==> src/rtl/adder_ctrl_pkg.sv <==
`default_nettype none
// ============================================================================
// Module   : adder_ctrl_pkg
// Brief    : Shared types and helpers for the shared-adder arbiter.
// Revision : 1.0 - initial release
// ============================================================================
package adder_ctrl_pkg;

  typedef enum logic [1:0] {
    IDLE   = 2'd0,
    SETTLE = 2'd1,
    RESP   = 2'd2
  } state_t;

  localparam int C_DEF_WIDTH = 32;
  localparam int C_DEF_N_REQ = 4;

  // LSB position of requester idx's operand slice in a packed operand bus
  function automatic int op_lsb(input int idx, input int width);
    return idx * width;
  endfunction

endpackage
`default_nettype wire

==> src/rtl/rr_arbiter.sv <==
`default_nettype none
// ============================================================================
// Module   : rr_arbiter
// Brief    : Combinational round-robin pick starting after the last grant.
// Revision : 1.0 - initial release
// ============================================================================
module rr_arbiter #(
  parameter int N    = 4,
  parameter int ID_W = $clog2(N)
) (
  input  logic [N-1:0]    i_req,
  input  logic [ID_W-1:0] i_last,
  input  logic            i_en,
  output logic [N-1:0]    o_gnt,
  output logic [ID_W-1:0] o_gnt_idx,
  output logic            o_any_req
);

  logic w_found;

  always_comb begin
    o_gnt     = '0;
    o_gnt_idx = '0;
    w_found   = 1'b0;
    for (int k = 1; k <= N; k++) begin
      logic [ID_W-1:0] w_pos;
      w_pos = ID_W'((int'(i_last) + k) % N);
      if (i_en && !w_found && i_req[w_pos]) begin
        w_found      = 1'b1;
        o_gnt[w_pos] = 1'b1;
        o_gnt_idx    = w_pos;
      end
    end
    o_any_req = w_found;
  end

endmodule
`default_nettype wire

==> src/rtl/adder_arbiter.sv <==
`default_nettype none
// ============================================================================
// Module   : adder_arbiter
// Brief    : Round-robin sequencer sharing one external adder among N_REQ users.
// Revision : 1.0 - initial release
// ============================================================================
module adder_arbiter
  import adder_ctrl_pkg::*;
#(
  parameter  int N_REQ         = C_DEF_N_REQ,
  parameter  int WIDTH         = C_DEF_WIDTH,
  parameter  int SETTLE_CYCLES = 2,
  localparam int ID_W          = $clog2(N_REQ)
) (
  input  logic                   clk,
  input  logic                   rst,
  input  logic [N_REQ-1:0]       req_valid,
  output logic [N_REQ-1:0]       req_ready,
  input  logic [N_REQ*WIDTH-1:0] req_a,
  input  logic [N_REQ*WIDTH-1:0] req_b,
  input  logic [N_REQ-1:0]       req_cin,
  output logic [WIDTH-1:0]       add_a,
  output logic [WIDTH-1:0]       add_b,
  output logic                   add_cin,
  input  logic [WIDTH-1:0]       add_sum,
  input  logic                   add_cout,
  output logic                   resp_valid,
  input  logic                   resp_ready,
  output logic [ID_W-1:0]        resp_id,
  output logic [WIDTH-1:0]       resp_sum,
  output logic                   resp_cout,
  output logic                   busy
);

  localparam int C_CNT_W = (SETTLE_CYCLES > 1) ? $clog2(SETTLE_CYCLES) : 1;

  state_t              r_state, w_next;
  logic [ID_W-1:0]     r_last, r_id;
  logic [WIDTH-1:0]    r_op_a, r_op_b, r_sum;
  logic                r_op_cin, r_cout;
  logic [C_CNT_W-1:0]  r_cnt;

  logic [N_REQ-1:0]    w_gnt;
  logic [ID_W-1:0]     w_gnt_idx;
  logic                w_any;
  logic [WIDTH-1:0]    w_sel_a, w_sel_b;
  logic                w_sel_cin;

  rr_arbiter #(
    .N    (N_REQ),
    .ID_W (ID_W)
  ) u_rr (
    .i_req     (req_valid),
    .i_last    (r_last),
    .i_en      ((r_state == IDLE) && !rst),
    .o_gnt     (w_gnt),
    .o_gnt_idx (w_gnt_idx),
    .o_any_req (w_any)
  );

  always_comb begin
    w_sel_a   = '0;
    w_sel_b   = '0;
    w_sel_cin = 1'b0;
    for (int i = 0; i < N_REQ; i++) begin
      if (w_gnt_idx == ID_W'(i)) begin
        w_sel_a   = req_a[op_lsb(i, WIDTH) +: WIDTH];
        w_sel_b   = req_b[op_lsb(i, WIDTH) +: WIDTH];
        w_sel_cin = req_cin[i];
      end
    end
  end

  always_comb begin
    w_next = r_state;
    case (r_state)
      IDLE:    if (w_any) w_next = SETTLE;
      SETTLE:  if (r_cnt == '0) w_next = RESP;
      RESP:    if (resp_ready) w_next = IDLE;
      default: w_next = IDLE;
    endcase
  end

  always_ff @(posedge clk) begin
    if (rst) begin
      r_state  <= IDLE;
      r_last   <= ID_W'(N_REQ - 1);
      r_id     <= '0;
      r_op_a   <= '0;
      r_op_b   <= '0;
      r_op_cin <= 1'b0;
      r_cnt    <= '0;
      r_sum    <= '0;
      r_cout   <= 1'b0;
    end else begin
      r_state <= w_next;
      case (r_state)
        IDLE: begin
          if (w_any) begin
            r_op_a   <= w_sel_a;
            r_op_b   <= w_sel_b;
            r_op_cin <= w_sel_cin;
            r_id     <= w_gnt_idx;
            r_last   <= w_gnt_idx;
            r_cnt    <= C_CNT_W'(SETTLE_CYCLES - 1);
          end
        end
        SETTLE: begin
          if (r_cnt == '0) begin
            r_sum  <= add_sum;
            r_cout <= add_cout;
          end else begin
            r_cnt <= r_cnt - C_CNT_W'(1);
          end
        end
        default: ;
      endcase
    end
  end

  // Adder inputs come only from the op register so they never toggle outside an accept
  assign add_a      = r_op_a;
  assign add_b      = r_op_b;
  assign add_cin    = r_op_cin;
  assign req_ready  = w_gnt;
  assign resp_valid = (r_state == RESP);
  assign busy       = (r_state != IDLE);
  assign resp_id    = r_id;
  assign resp_sum   = r_sum;
  assign resp_cout  = r_cout;

endmodule
`default_nettype wire
==> config.mk <==
export PLATFORM = sky130hd
export DESIGN_NAME = adder_arbiter
export DESIGN_NICKNAME = d
export VERILOG_FILES = /design/src/rtl/adder_ctrl_pkg.sv /design/src/rtl/rr_arbiter.sv /design/src/rtl/adder_arbiter.sv
export SDC_FILE = /design/constraint.sdc
export NUM_CORES = 1
export LEC_CHECK = 0
export ABC_AREA = 1
export CORE_AREA = 2 2 158 160
export DETAILED_ROUTE_END_ITERATION = 6
export DIE_AREA = 0 0 160 162
export DONT_BUFFER_PORTS = 1
export PLACE_DENSITY_LB_ADDON = 0.15
export SYNTH_ARGS = -nofsm -noshare
export SYNTH_HDL_FRONTEND = slang
export SYNTH_SLANG_ARGS = --single-unit
export TNS_END_PERCENT = 1
==> constraint.sdc <==
create_clock -name clk -period 2.69 [get_ports clk]
set_input_delay 0 -clock clk [delete_from_list [all_inputs] [get_ports clk]]
set_output_delay 0 -clock clk [all_outputs]
set_load 0.02 [all_outputs]
# Word level (Yosys, flattened, before mapping)
# Cells that the tools add are included.
[classes] n_addsub=5 magnitude_cmp=8 n_eq_ne=8 muxes=47 bitwise=4 reduce_logical=24
[op_table] operator="two-way mux 32 bit" count=8
[op_table] operator="two-way mux 1 bit" count=18
[op_table] operator="two-way mux 4 bit" count=4
[op_table] operator="two-way mux 2 bit" count=7
[op_table] operator="logical AND 1 bit" count=12
[op_table] operator="< comparator 2 x 3 -> 1 bit (second input constant)" count=4
[op_table] operator="OR 4 bit" count=3
[op_table] operator="binary-select mux 1 bit (select 2 bit)" count=4
[op_table] operator="demux 1 bit (select 2 bit)" count=4
[op_table] operator="greater-or-equal comparator 2 x 1 -> 1 bit (second input constant)" count=4
[op_table] operator="== test 2 bit (second input constant)" count=3
[op_table] operator="one-hot mux 2 bit (3 select lines)" count=1
[op_table] operator="AND reduction 2 bit" count=3
[op_table] operator="adder 2 x 1 -> 2 bit (second input constant)" count=2
[op_table] operator="adder 2 bit (second input constant)" count=2
[op_table] operator="== test 2 x 1 -> 1 bit (second input constant)" count=2
[op_table] operator="logical NOT 1 bit" count=4
[op_table] operator="logical NOT 2 bit" count=2
[op_table] operator="inequality test 2 x 1 -> 1 bit (second input constant)" count=2
[op_table] operator="nonzero test 2 bit" count=2
[op_table] operator="AND reduction 3 bit" count=1
[op_table] operator="inequality test 2 bit (second input constant)" count=1
[op_table] operator="one-hot mux 1 bit (2 select lines)" count=1
[op_table] operator="inverter 1 bit" count=1
[op_table] operator="subtractor 1 bit (second input constant)" count=1
[totals] reg_bits=105 in_bits=300 output_inout_bits=106 elab_cells=105

# Longest topological paths before layout
# Gate-level depths: netlist (run 1).
[logic_depth] ltp_word=22 depth_mapped=19 depth_no_buf=15

# Modules after synthesis
# Synthesis (run 1) repeated with hierarchy kept, for this count alone.
[hier_totals] hier_cells=965 area_unflattened_um2=6160.9
[by_module_without_submodules] mod="adder_arbiter" n_inst=1 cells_per_inst=872 area_per_inst_um2=5591.6
[by_module_without_submodules] mod="rr_arbiter" n_inst=1 cells_per_inst=93 area_per_inst_um2=569.3

# Least setup slack after synthesis (run 1)
# OpenSTA, ideal clock, no wires.
[synth_timing] kind="register -> register" startpoint="register r_last[0]" endpoint="register r_op_a[31] (netlist: add_a[31])" arrival_ps=2255 required_ps=2556 path_slack_ps=301 path_stages_with_launch=18 cell_sequence="dfxtp_1 > buf_6 > inv_6 > ha_1 > inv_2 > nand3_1 > nand3_1 > nand2_4 > nor2_4 > nand3_2 > nand2_2 > buf_6 > clkbuf_1 > nand3b_1 > nand2_1 > inv_1 > nand2_1 > a21oi_1"
[synth_via] elab_chain_cells=22
[synth_rtl] item="start: declaration" line_no="adder_arbiter.sv:38" text="logic [ID_W-1:0] r_last, r_id;"
[synth_rtl] item="start signal: assignment" line_no="adder_arbiter.sv:87" text="r_last <= ID_W'(N_REQ - 1);"
[synth_rtl] item="start signal: assignment" line_no="adder_arbiter.sv:104" text="r_last <= w_gnt_idx;"
[synth_rtl] item="adder 2 x 1 -> 2 bit" line_no="rr_arbiter.sv:27" text="w_pos = ID_W'((int'(i_last) + k) % N);"
[synth_rtl] item="binary-select mux 1 bit (select 2 bit)" line_no="rr_arbiter.sv:28" text="if (i_en && !w_found && i_req[w_pos]) begin"
[synth_rtl] item="two-way mux 1 bit (implied by the code)" line_no="rr_arbiter.sv:28"
[synth_rtl] item="logical AND 1 bit" line_no="rr_arbiter.sv:28"
[synth_rtl] item="two-way mux 1 bit" line_no="rr_arbiter.sv:28"
[synth_rtl] item="logical NOT 1 bit" line_no="rr_arbiter.sv:28"
[synth_rtl] item="logical AND 1 bit (2 in series)" line_no="rr_arbiter.sv:28"
[synth_rtl] item="two-way mux 1 bit" line_no="rr_arbiter.sv:28"
[synth_rtl] item="logical NOT 1 bit" line_no="rr_arbiter.sv:28"
[synth_rtl] item="logical AND 1 bit (2 in series)" line_no="rr_arbiter.sv:28"
[synth_rtl] item="two-way mux 1 bit" line_no="rr_arbiter.sv:28"
[synth_rtl] item="logical NOT 1 bit" line_no="rr_arbiter.sv:28"
[synth_rtl] item="logical AND 1 bit (2 in series)" line_no="rr_arbiter.sv:28"
[synth_rtl] item="two-way mux 2 bit" line_no="rr_arbiter.sv:28"
[synth_rtl] item="logical NOT 2 bit" line_no="adder_arbiter.sv:66" text="if (w_gnt_idx == ID_W'(i)) begin"
[synth_rtl] item="two-way mux 32 bit (4 in series)" line_no="adder_arbiter.sv:66"
[synth_rtl] item="end signal: assignment" line_no="adder_arbiter.sv:100" text="r_op_a <= w_sel_a;"
[synth_rtl] item="end: declaration" line_no="adder_arbiter.sv:39" text="logic [WIDTH-1:0] r_op_a, r_op_b, r_sum;"
# Several ways; a longest one is shown, not always the timed one. The select of a mux whose other input is x is not followed.
# A chain may end at the register's enable or synchronous reset.

# Final worst setup path (run 1)
[layout_timing] startpoint="register r_last[0]" endpoint="register r_op_a[1] (netlist: add_a[1])"
# Same word-level chain as after synthesis.

==> out/qor.yml, run 1 <==
slew_headroom_pct: 57.98
cts_sinks: 105
gp_congestion: 0.8572
ios: 406
fin_hold_ws_ps: -60.70
drive_gt1_share_pct: 10.34
die_area_um2: 25920
drt_iter0_drc: 509
globalRoute.totalOverflow: 0
setup_tns_ps: 0
drc: 0
fin_worst_skew_ps: 17.34
start_util_pct: 28.51
crit_start: "r_last[0]"
ys_seq_area_share_pct: 30.58
track_usage_pct: 18.70
async_flop_share_pct: 0
grt_max_degree: 98
finalCritPeriodShare_pct: 92.74
clockBufferDepth: 2
synth_adder_area_share_pct: 0.7282
drtAntennaViolNets: 0
worst-path-max-fanout: 34
rsz0062_at_grt: "no"
root_buffer: "clkbuf_16"
die_y_um: 162
synth_mux_area_share_pct: 0
grt_first_pass_wirelength_um: 38450
slew_violations: 0
use_met3_pct: 5.746
design.core.area_um2: 24110
cts_tree: "yes"
criticalPathCategory: "register to register"
fin_crit_ps: 2495
status: "finished with violations"
setup_violations: 0
synth_top_family_by_area: "simple AND/OR/NAND/NOR gates"
ys_seq_elements: 105
busiest_layer: "met2"
p_per_area_nw_per_um2: 1341
met1_usage_pct: 22.46
dpl.hpwl_um: 18680
endpoint_kind: "register"
hold_path.class: "primary input to register"
arrival_ps: 2780
synth_cell_types: 35
fin_nets: 1479
synth_top_area_cell: "dfxtp_1"
ir_drop_v: 0.0006384
maxCapViolations: 0
max_freq_ghz: 0.4008
r2r-start: "r_last[0]"
crit_required_ps: 2970
synth_ff_type: "dfxtp_1"
grt_pass1_vias: 6751
synth.most_common_cell: "nand2_1"
leakage_uw: 0.003906
htree_levels: 3
post_synth.cell_area_avg_um2: 6.521
yosysWarnings: 0
clk_pin_slew_ps: 80
final_core_util_pct: 38.34
startpoint_type: "register"
io_buffers: 0
synth_compound_area_share_pct: 14.13
viasPerCell: 5.166
firstDrtPassIters: 5
grtUsageMet2_pct: 32.57
hp-start: "req_a[56]"
synth-xor-area-share_pct: 0
clock_latency_ps: 350
hold_viol: 41
synthSimpleGateAreaFrac_pct: 42.55
antenna_found_initial: 3
die_width_um: 160
wl_per_cell_um: 18.59
synth_cells: 1054
synth.net_count: 1358
cts_buffers: 9
num_vias: 7780
wl_um: 28000
synth_top_area_share_pct: 30.58
rows: 57
synthTopCellsByCount: "254 x nand2_1, 233 x nand3_1, 105 x dfxtp_1"
synth_edf_count: 0
syn2layout_area_growth_pct: 34.46
synth.top_cells.by_area: "dfxtp_1 31%, nand3_1 17%, nand2_1 14%, nand3b_1 6.6%, a21oi_1 5.8%"
violations: "negative hold slack"
tightest_slew_ps: 629.4
netlist_area_um2: 6873
==> routing by layer <==
| layer | wire length (um) | part of all wire, % |
|---|---|---|
| met1 | 11250 | 40 |
| met2 | 13810 | 49 |
| met3 | 2340 | 8.4 |
| met4 | 593 | 2.1 |
| met5 | 0 | 0 |
==> layout make-up <==
type | instances | area [um2]
Antenna cell | 2 | 5.005
Clock buffer | 9 | 225.2
Clock inverter | 7 | 73.82
Fill cell | 2580 | 14860
Inverter | 81 | 309.0
Multi-Input combinational cell | 780 | 4040
Sequential cell | 105 | 2103
Tap cell | 324 | 405.4
Timing Repair Buffer | 198 | 2079
==> through the flow <==
step                      total power, uW  setup WS (ps)  hold slack [ps]  std cells  instance area, um2
after global placement              10480          57.65            80.77       1326                7256
after floorplan                      8473          301.5            165.8       1054                6873
final                               12390          195.2           -60.70       1506                9241
after CTS                           12110          5.489           -307.7       1396                8095
after detailed placement            10530          7.672            84.03       1326                7256
after global routing                13540          7.720           -2.602       1506                9241
==> report_power, final <==
group	total (uW)	switching, uW	internal (uW)
Combinational	8340	5290	3050
Clock	1390	661	731
Sequential	2660	701	1960
Total	12400	6650	5740
==> state kept, by name, summed over array words and instances, names as in the netlist, 2 cells and up <==
| register | cells |
|---|---|
| r_state | 2 |
| add_b | 32 |
| add_a | 32 |
| resp_id | 2 |
| r_last | 2 |
| resp_sum | 32 |
==> cells by family (layout without fill, tap and decap cells) <==
group / count (synthesis) / in the layout
AND/OR/NAND/NOR: 597 / 600
AO/OA/AOI/OAI: 176 / 176
buffers and inverters: 172 / 295
flip-flops: 105 / 105
adder cells (fa/ha/maj): 4 / 4
other: 0 / 2
==> final timing paths <==
| kind | slack [ps] | cells past startpoint | endpoint |
|---|---|---|---|
| hold reg to reg | 580 | 2 | add_b[3] |
| hold / removal | -60 | 4 | add_a[24] |
| setup reg to reg | 200 | 15 | add_a[1] |
| setup / recovery | 200 | 15 | add_a[1] |
==> cell usage in the layout (no fill, tap or decap), drive strengths merged <==
cell / count
nand2: 267
nand3: 240
dlygate4sd3: 156
dfxtp: 105
a21oi: 98
inv: 83
o21ai: 70
nand3b: 60
buf: 42
nor2: 21
clkbuf: 9
nor3: 6
and3: 5
ha: 4
clkinv: 3
diode: 2
o22ai: 2
o211ai: 2
a221oi: 1
a22oi: 1
o221ai: 1
a31oi: 1
nand4: 1
bufinv: 1
clkinvlp: 1
==> critical path, stage by stage, from the launching register on <==
cell and delay (ps):
dfxtp_2 370, inv_6 30, ha_2 320, inv_2 120
nand3_4 110, nand3_4 80, buf_4 140, nand2_4 60
nor2_4 150, nand3_4 190, nand2_8 200, buf_12 200
nand3_1 110, nand3_1 110, nand2_1 70, a21oi_1 140
==> timing repair <==
action / 4_1_cts / 5_1_grt
cloned: 0 / 3
hold buffers: 54 / 103
hold endpoints to repair: 100 / 61
setup endpoints to repair: 1 / 64
pin swaps: 1 / 3
setup buffers: 0 / 2
gates resized for setup: 0 / 8
Note: power is estimated with default switching activity, not from simulation.
==> run 2: changes to the inputs <==
ABC_AREA = 0   (was 1)
CORE_AREA = 2 2 159 161   (was 2 2 158 160)
DIE_AREA = 0 0 161 163   (was 0 0 160 162)
==> run 2 against run 1 <==
Effect of this change: the run now fails in 4_1_cts; area after synthesis shrank 21%; synthesized cell count shrank 45%.
==> out/qor.yml, run 2 <==
die_y_um: 163  # +0.62%
synth_top_area_cell: "dfxtp_1"
post_synth.cell_area_avg_um2: 9.424  # +45%
synth_top_area_share_pct: 38.52  # +7.9 points
ys_seq_area_share_pct: 38.52  # +7.9 points
stop_error: "[ERROR RSZ-0060] Max buffer count reached."
status: "aborted with a tool error"
ios: 406  # unchanged
io_buffers: 0  # unchanged
async_flop_share_pct: 0  # unchanged
synth.net_count: 883  # -35%
post_cts_buffers: 2  # +2
synth_cell_types: 39  # +11%
cts_sinks: 105  # unchanged
rows: 58  # +1.8%
synth_ff_type: "dfxtp_1"
synth.top_cells.by_area: "dfxtp_1 39%, mux2i_1 22%, nand2_1 10%, o221ai_1 9.5%, a21oi_1 3.9%"
synth_cells: 579  # -45%
htree_levels: 3  # unchanged
dpl.hpwl_um: 14160  # -24%
die_width_um: 161  # +0.63%
synthTopCellsByCount: "147 x nand2_1, 122 x mux2i_1, 105 x dfxtp_1"
root_buffer: "clkbuf_16"
clockBufferDepth: 2  # unchanged
ys_seq_elements: 105  # unchanged
netlist_area_um2: 5456  # -21%
yosysWarnings: 0  # unchanged
gp_congestion: 0.7812  # -8.9%
cts_hold_buf: 183  # +240%
synth_edf_count: 0  # unchanged
post_cts_resized: 13  # +13
synth.most_common_cell: "nand2_1"
start_util_pct: 22.11  # -6.4 points
haltStage: "4_1_cts"
cts_buffers: 9  # unchanged
run 2: per-stage QoR:
| stage | TNS [ps] | hold slack, ps | instances | setup slack (ps) | cell area [um2] |
|---|---|---|---|---|---|
| after floorplan | 0 | 136.0 | 579 | 10.13 | 5470 |
| after global placement | -401.0 | 74.40 | 892 | -91.31 | 5896 |
| after detailed placement | -1079 | 75.47 | 892 | -155.9 | 5896 |
run 2: cells by family after synthesis:
family	Yosys count	share of synthesized area, %
DFF	105	38.52
buffers and inverters	52	6.352
muxes	131	25.89
adders and majority gates	4	0.9173
AOI/OAI and AO/OA	118	15.78
and+or+nand+nor	169	12.54
==> run 3: changes to the inputs <==
CORE_AREA = 2 2 156 158   (was 2 2 159 161)
DIE_AREA = 0 0 158 160   (was 0 0 161 163)
==> run 3 against run 2 <==
Effect of this change: the flow again stops in 4_1_cts; synthesized cell count stayed put; area after synthesis stayed put.
==> out/qor.yml, run 3 <==
netlist_area_um2: 5456  # unchanged
synth_top_area_share_pct: 38.52  # unchanged
ys_seq_area_share_pct: 38.52  # unchanged
synth_top_area_cell: "dfxtp_1"
yosysWarnings: 0  # unchanged
cts_sinks: 105  # unchanged
status: "aborted with a tool error"
synth.most_common_cell: "nand2_1"
synth_compound_area_share_pct: 15.78  # unchanged
synth_top_family_by_area: "multiplexers"
synth_cells: 579  # unchanged
gp_congestion: 0.7870  # +0.74%
stop_error: "[ERROR RSZ-0060] Max buffer count reached."
post_cts_resized: 11  # -2
synth_adder_area_share_pct: 0.9172  # unchanged
ys_seq_elements: 105  # unchanged
synth.net_count: 883  # unchanged
post_cts_buffers: 1  # -1
cts_hold_buf: 182  # -0.55%
synth_cell_types: 39  # unchanged
die_y_um: 160  # -1.8%
synth-xor-area-share_pct: 0  # unchanged
root_buffer: "clkbuf_16"
synth_ff_type: "dfxtp_1"
start_util_pct: 22.91  # +0.79 points
synthSimpleGateAreaFrac_pct: 12.54  # unchanged
haltStage: "4_1_cts"
die_width_um: 158  # -1.9%
cts_buffers: 9  # unchanged
synth_edf_count: 0  # unchanged
synth.top_cells.by_area: "dfxtp_1 39%, mux2i_1 22%, nand2_1 10%, o221ai_1 9.5%, a21oi_1 3.9%"
clockBufferDepth: 2  # unchanged
rows: 57  # -1.7%
post_synth.cell_area_avg_um2: 9.424  # unchanged
synth_mux_area_share_pct: 25.89  # unchanged
async_flop_share_pct: 0  # unchanged
synthTopCellsByCount: "147 x nand2_1, 122 x mux2i_1, 105 x dfxtp_1"
ios: 406  # unchanged
io_buffers: 0  # unchanged
htree_levels: 3  # unchanged
dpl.hpwl_um: 14970  # +5.7%
## run 3: cell counts after synthesis
Identical to the previous run, type by type.
## run 3: logic make-up after synthesis
logic type | count (synthesis)
multiplexers | 131
AND/OR/NAND/NOR | 169
AO/OA/AOI/OAI | 118
adder cells (fa/ha/maj) | 4
flip-flops | 105
buffers and inverters | 52
## run 3: metrics by stage
stage | utilization [%] | setup WS (ps) | hold WS, ps | area, um2 | cells
3_5_place_dp | 24.75 | -112.2 | 76.22 | 5896 | 887
3_3_place_gp | 24.75 | -75.07 | 74.01 | 5896 | 887
2_1_floorplan | - | 10.13 | 136.0 | 5470 | 579
